## src/rtl/div_seq.sv

```systemverilog
// Sequential radix-2 restoring divider: one quotient bit per clock, start/busy/done
// handshake, registered results, optional two's-complement mode, defined divide-by-zero.
module div_seq #(
  parameter int DW        = 26,
  parameter int VW        = 9,
  parameter int SIGNED_EN = 0
) (
  input  logic          clk,
  input  logic          rst_n,
  input  logic          start,
  input  logic          signed_mode,
  input  logic [DW-1:0] did,
  input  logic [VW-1:0] div,
  output logic          busy,
  output logic          done,
  output logic [DW-1:0] quo,
  output logic [VW-1:0] rem,
  output logic          error
);

  localparam int CW = $clog2(DW + 1);

  typedef enum logic [1:0] {IDLE, CALC, FIX, DONE} state_t;

  state_t        state, state_nx;
  logic [CW-1:0] cnt;
  logic [DW-1:0] dreg;   // dividend bits shift out the top, quotient bits shift in the bottom
  logic [VW-1:0] dvs;
  logic [VW:0]   prem;
  logic          qneg, rneg;

  logic          sm, did_neg, div_neg, div_zero;
  logic [DW-1:0] did_mag;
  logic [VW-1:0] div_mag;
  logic [VW:0]   prem_sh, prem_nx;
  logic          ge;

  assign sm       = (SIGNED_EN != 0) && signed_mode;
  assign did_neg  = sm & did[DW-1];
  assign div_neg  = sm & div[VW-1];
  // The most negative value negates to itself, which reads correctly as an unsigned magnitude.
  assign did_mag  = did_neg ? -did : did;
  assign div_mag  = div_neg ? -div : div;
  assign div_zero = (div == '0);

  assign prem_sh  = {prem[VW-1:0], dreg[DW-1]};
  assign ge       = (prem_sh >= {1'b0, dvs});
  assign prem_nx  = ge ? (prem_sh - {1'b0, dvs}) : prem_sh;

  assign busy = (state != IDLE);
  assign done = (state == DONE);

  // NOTE: sequential state uses non-blocking assignments so every register samples pre-edge values.
  always_ff @(posedge clk or negedge rst_n) begin
    if (!rst_n) state <= IDLE;
    else        state <= state_nx;
  end

  // NOTE: next-state gets its default first so no path leaves it unassigned (no latch).
  always_comb begin
    state_nx = state;
    unique case (state)
      IDLE:    if (start) state_nx = div_zero ? DONE : CALC;
      CALC:    if (cnt == CW'(1)) state_nx = FIX;
      FIX:     state_nx = DONE;
      DONE:    state_nx = IDLE;
      default: state_nx = IDLE;
    endcase
  end

  // NOTE: datapath registers are reset too, so an aborted operation leaves nothing behind.
  always_ff @(posedge clk or negedge rst_n) begin
    if (!rst_n) begin
      cnt   <= '0;
      dreg  <= '0;
      dvs   <= '0;
      prem  <= '0;
      qneg  <= 1'b0;
      rneg  <= 1'b0;
      quo   <= '0;
      rem   <= '0;
      error <= 1'b0;
    end else begin
      unique case (state)
        IDLE: begin
          if (start) begin
            if (div_zero) begin
              quo   <= '1;
              rem   <= '0;
              error <= 1'b1;
            end else begin
              dreg <= did_mag;
              dvs  <= div_mag;
              prem <= '0;
              qneg <= did_neg ^ div_neg;
              rneg <= did_neg;
              cnt  <= CW'(DW);
            end
          end
        end
        CALC: begin
          prem <= prem_nx;
          dreg <= {dreg[DW-2:0], ge};
          cnt  <= cnt - CW'(1);
        end
        FIX: begin
          // The final partial remainder is below |div|, so it fits the VW-bit field.
          quo   <= qneg ? -dreg : dreg;
          rem   <= rneg ? -prem[VW-1:0] : prem[VW-1:0];
          error <= 1'b0;
        end
        default: ;
      endcase
    end
  end

endmodule

```

## config.mk

```make
export PLATFORM = sky130hd
export DESIGN_NAME = div_seq
export DESIGN_NICKNAME = d
export VERILOG_FILES = /design/src/rtl/div_seq.sv
export SDC_FILE = /design/constraint.sdc
export NUM_CORES = 1
export LEC_CHECK = 0
export ABC_AREA = 0
export CAP_MARGIN = 20
export CORE_MARGIN = 8
export CORE_UTILIZATION = 53
export DETAILED_ROUTE_END_ITERATION = 10
export PLACE_DENSITY = 0.8
export SLEW_MARGIN = 25
export SYNTH_ARGS = -nofsm -noshare
export SYNTH_HDL_FRONTEND = slang
export SYNTH_SLANG_ARGS = --single-unit
```

## constraint.sdc

```tcl
create_clock -name clk -period 2.8 [get_ports clk]
set_input_delay 0.56 -clock clk [delete_from_list [all_inputs] [get_ports clk]]
set_output_delay 0.56 -clock clk [all_outputs]
set_load 0.02 [all_outputs]
```

Word level (Yosys, flattened, before mapping). Index checks and enable logic that the tools add are counted.

Bits in registers: 87. Bits of input ports: 39. Logic and storage cells: 52. Output and inout bits: 38.

Reductions and logical operators: 9. Mux-type cells: 23. $add $sub $neg: 2. Bitwise logic cells: 1. $lt $le $gt $ge: 1. Equal/unequal tests: 8.

Operator list (count): $mux 26 (4); $pmux 26 s2 (2); $mux 9 (5); $pmux 9 s2 (2); $ge 10x9->1 (1); $mux 5 (2); $pmux 5 s2 (1); $logic_not 9->1 (1); $reduce_and 3->1 (3); $sub 9x9->9 (1); $ne 2x2->1 const B (4); $pmux 2 s4 (1); $mux 2 (3); $reduce_bool 2->1 (3); $eq 5x1->1 const B (1); $sub 5x1->5 const B (1); $eq 2x2->1 const B (2); $eq 2x1->1 const B (1); $logic_not 2->1 (1); $mux 1 (2); $pmux 1 s2 (1); $reduce_and 2->1 (1); $not 1->1 (1).

Logic depth before layout (Yosys ltp).
Word-level depth: 4. Gate-level depth with buffers: 10. Gate-level depth less buffers: 8.

Least setup slack after synthesis. No wires, ideal clock.

Kind: input to register. Start: input port div[2]. End: register dvs[0]. Arrival: 2.171 ns. Library setup time: 0.125 ns. Path slack: 0.504 ns. Path buffers: 2. Required time: 2.675 ns. Cell stages on the path: 5. Path through: or4_1 > o311ai_2 > buf_2 > buf_2 > mux2_2.

Word-level cells in the longest chain between the ends: 3.

Ends and longest elaborated chain: start: declaration (RTL line 13) `input logic [VW-1:0] div,`; $logic_not 9->1 (RTL line 44) `assign div_zero = (div == '0);`; $not 1->1 (no line); $reduce_and 3->1 (no line); end signal: assignment (RTL line 93) `dvs <= div_mag;`; end: declaration (RTL line 28) `logic [VW-1:0] dvs;`.

Every way passes these cells. A chain may end at the register's enable or synchronous reset.

Worst setup path in the final report.
Start: register state[0]. End: output port busy.

Word-level cells in the longest chain between the ends: 1.

Ends and longest elaborated chain: start: declaration (RTL line 25) `state_t state, state_nx;`; start signal: assignment (RTL line 56) `else state <= state_nx;`; $reduce_bool 2->1 (RTL line 50) `assign busy = (state != IDLE);`; end: declaration (RTL line 14) `output logic busy,`.

Every way passes these cells.

==> impl_results.md <==
* Worst R2R Setup Slack at 370 ps
* Async SR Flop Fraction at 1.000
* Sequential element share of the synthesized area at 0.4855
* CP max FO at 6
* Post-route DRC at 0
* Share of layout cells above drive strength 1 at 0.08348
* Synth Register Bits at 87
* Iter 0 DRT Violations at 187
* Final hold violation count at 0
* # fillers at 649
* Global-route wire length before repair at 17,120 um
* Area Overhead vs Synth at 24.22%
* Ys flop type: dfrtp_1
* Wirelength, routed at 10,150 um
* Clock Tree Buf Depth at 2
* Drt first pass iters at 5
* TritonCTS clock tree: yes
* Crit Path Class: register to primary output
* Status: complete, no violations
* Period minus WS final at 2561 ps
* # Max-Cap Violations at 0
* Initial Utilization at 0.5458
* EDFF count, synth at 0
* Top area cells in the synthesized netlist: dfrtp_1 49%, mux2i_1 5.6%, o21ai_0 4.8%
* GPL Wtd Cong at 0.8969
* Crit Reg-Reg Startpoint: dreg[25]$_DFFE_PN0P_
* Critical R2R Capture: prem[7]$_DFFE_PN0P_
* Max Slew Vio Count at 0
* Critical Path Sink Type: primary output
* Vias per cell at 5.506
* Slew HR at 0.6054
* Net count after synthesis at 529
* GRT Residual Overflow at 0
* Leak Pwr at 0.002375 uW
* Slew @ Worst Pin at 586.7 ps
* # port buffers at 75
* Design area at 0.005570 sq mm
* CTS root buffer: clkbuf_8
* Setup WS post-layout at 238.6 ps
* Final Skew at 9.995 ps
* Cell Area, Synth at 0.004484 sq mm
* Fmax at 0.3904 GHz
* All-Layer GR Usage at 0.1809
* Total die area at 0.01166 sq mm
* Worst EP required at 2240 ps
* FP Rows at 33
* RSZ-0062 raised after global routing: no
* Vias in the first global route at 3,583
* Detail Route Antenna Nets at 0
* Hold Path Class: input pin to async pin
* R2R depth at 8
* CTS sink cnt at 87
* HPWL Detailed at 7414 um
* Hold_buf cts at 0
* ANT cells at 0
* Largest net degree at the start of global routing at 73
* PwrDens at 1162 mW/mm^2
* PostCTS Resize Cnt at 0
* Num CTS Buffers at 9
* CP arrival at 2000 ps
* Clock latency on the worst-skew pair at 360 ps
* DIE WIDTH at 108.0 um
* Yosys warns at 0
* Synth area leader: dfrtp_1
* Cell variety after synth at 47
* Final worst path period share at 0.9148
* Die Y-Extent at 108.0 um
* Cell Area, Placed at 0.005386 sq mm
* Routed via count at 3,612
* H-tree depth at 3
* Nets at 602
* Core box area at 0.008217 sq mm
* Setup Viol. Count Final at 0
* Initial antenna violation count at 0
* Peak VDD IR at 512.3 uV
* Clock transition at path regs at 100 ps
* Fin Setup TNS at 0 ps
* Setup crit start kind: register
* # IOs at 77
* Pre-CTS WS at 7.190 ps
* Post-CTS setup buffers at 0
* Avg Inst Size Synth at 9.481 sq um
* WL per Instance at 15.47 um
* Cells after Synth at 473
* Post-synth top area share at 0.4855
synthesized netlist by cell type (4+ instances only):
master     n
dfrtp_1   87
o211ai_1   7
mux2i_1   25
a31oi_1   27
nand3_1   18
inv_1     54
ha_1      16
o41a_1     4
mux2_2     9
nand2b_1   4
nand2_1   49
buf_2      6
nor2_1    36
a211oi_1   4
o21ai_1    9
buf_4      7
o21ai_0   43
clkbuf_1  13
a21oi_1   11
where the power goes:
part           leakage, uW  internal [uW]  total [uW]  switching, uW
registers          0.00102           1790        2170            377
clock network    0.0000973            344         848            505
logic              0.00126           1480        3460           1980
total              0.00238           3620        6480           2860
area by class of cell:
class                      instances  area [sq um]  area share
clock inverter                     7         60.06     0.01078
tap                              105         131.4     0.02358
multi-input combinational        305          1972      0.3540
inverter                          54         202.7     0.03639
timing repair buffer              89         903.4      0.1622
sequential                        87          2177      0.3908
clock buffer                       9         123.9     0.02224
state kept, by name (all words and copies together) (netlist names):
name   cells
prem       9
state      2
rem        9
error      1
dvs        9
quo       26
dreg      26
cnt        5
cell usage in the layout (no fill, tap or decap), types with 4 or more instances in the layout:
master,instances
a211oi_1,4
clkbuf_8,9
nand2_1,49
buf_12,4
dfrtp_1,87
nand2b_1,4
nand3_1,18
o41a_1,4
mux2_2,9
o21ai_0,43
ha_1,15
o211ai_1,7
buf_4,11
inv_1,54
a21oi_1,11
nor2_1,36
mux2i_1,25
inv_6,5
clkdlybuf4s50_1,74
o21ai_1,9
a31oi_1,27
layer usage:
layer,vias to the layer above,track usage,wire length (um)
met5,-,0,0
li1,1794,-,-
met3,14,0.04164,618
met2,95,0.2851,4813
met4,0,0.06046,148
met1,1709,0.2406,4568
worst max path at each step:
stage / startpoint / endpoint / slack (ps) / cells after the start
finish: state[0]$_DFFE_PN0P_ / busy / 240 / 4
global route: state[0]$_DFFE_PN0P_ / busy / 140 / 4
CTS: state[0]$_DFFE_PN0P_ / busy / 220 / 4
detailed placement: div[2] / quo[17]$_DFFE_PN0P_ / 7 / 7
global placement: div[2] / quo[19]$_DFFE_PN0P_ / 70 / 7
floorplan: div[2] / dvs[0]$_DFFE_PN0P_ / 500 / 5
critical path, cell delays in order, from the launching register on:
cell,delay [ps]
dfrtp_1,390
inv_1,100
ha_1,270
inv_1,220
clkdlybuf4s50_1,660
metrics by stage:
step	hold slack [ps]	cells	util	power [uW]
2_1_floorplan	264.4	473	-	4496
3_3_place_gp	482.7	640	0.6556	5534
3_5_place_dp	495.6	640	0.6556	5663
4_1_cts	157.6	656	0.6779	6517
5_1_grt	171.2	656	0.6779	7000
6_report	149.0	656	0.6779	6476
logic make-up after synthesis:
group | count (synthesis) | synth area share
mux | 34 | 0.07840
fa+ha+maj | 17 | 0.04911
compound gates | 124 | 0.1786
simple gates | 126 | 0.1250
xor+xnor | 4 | 0.007814
buf+inv | 81 | 0.07561
flops | 87 | 0.4855
(Power assumes the default switching activity.)
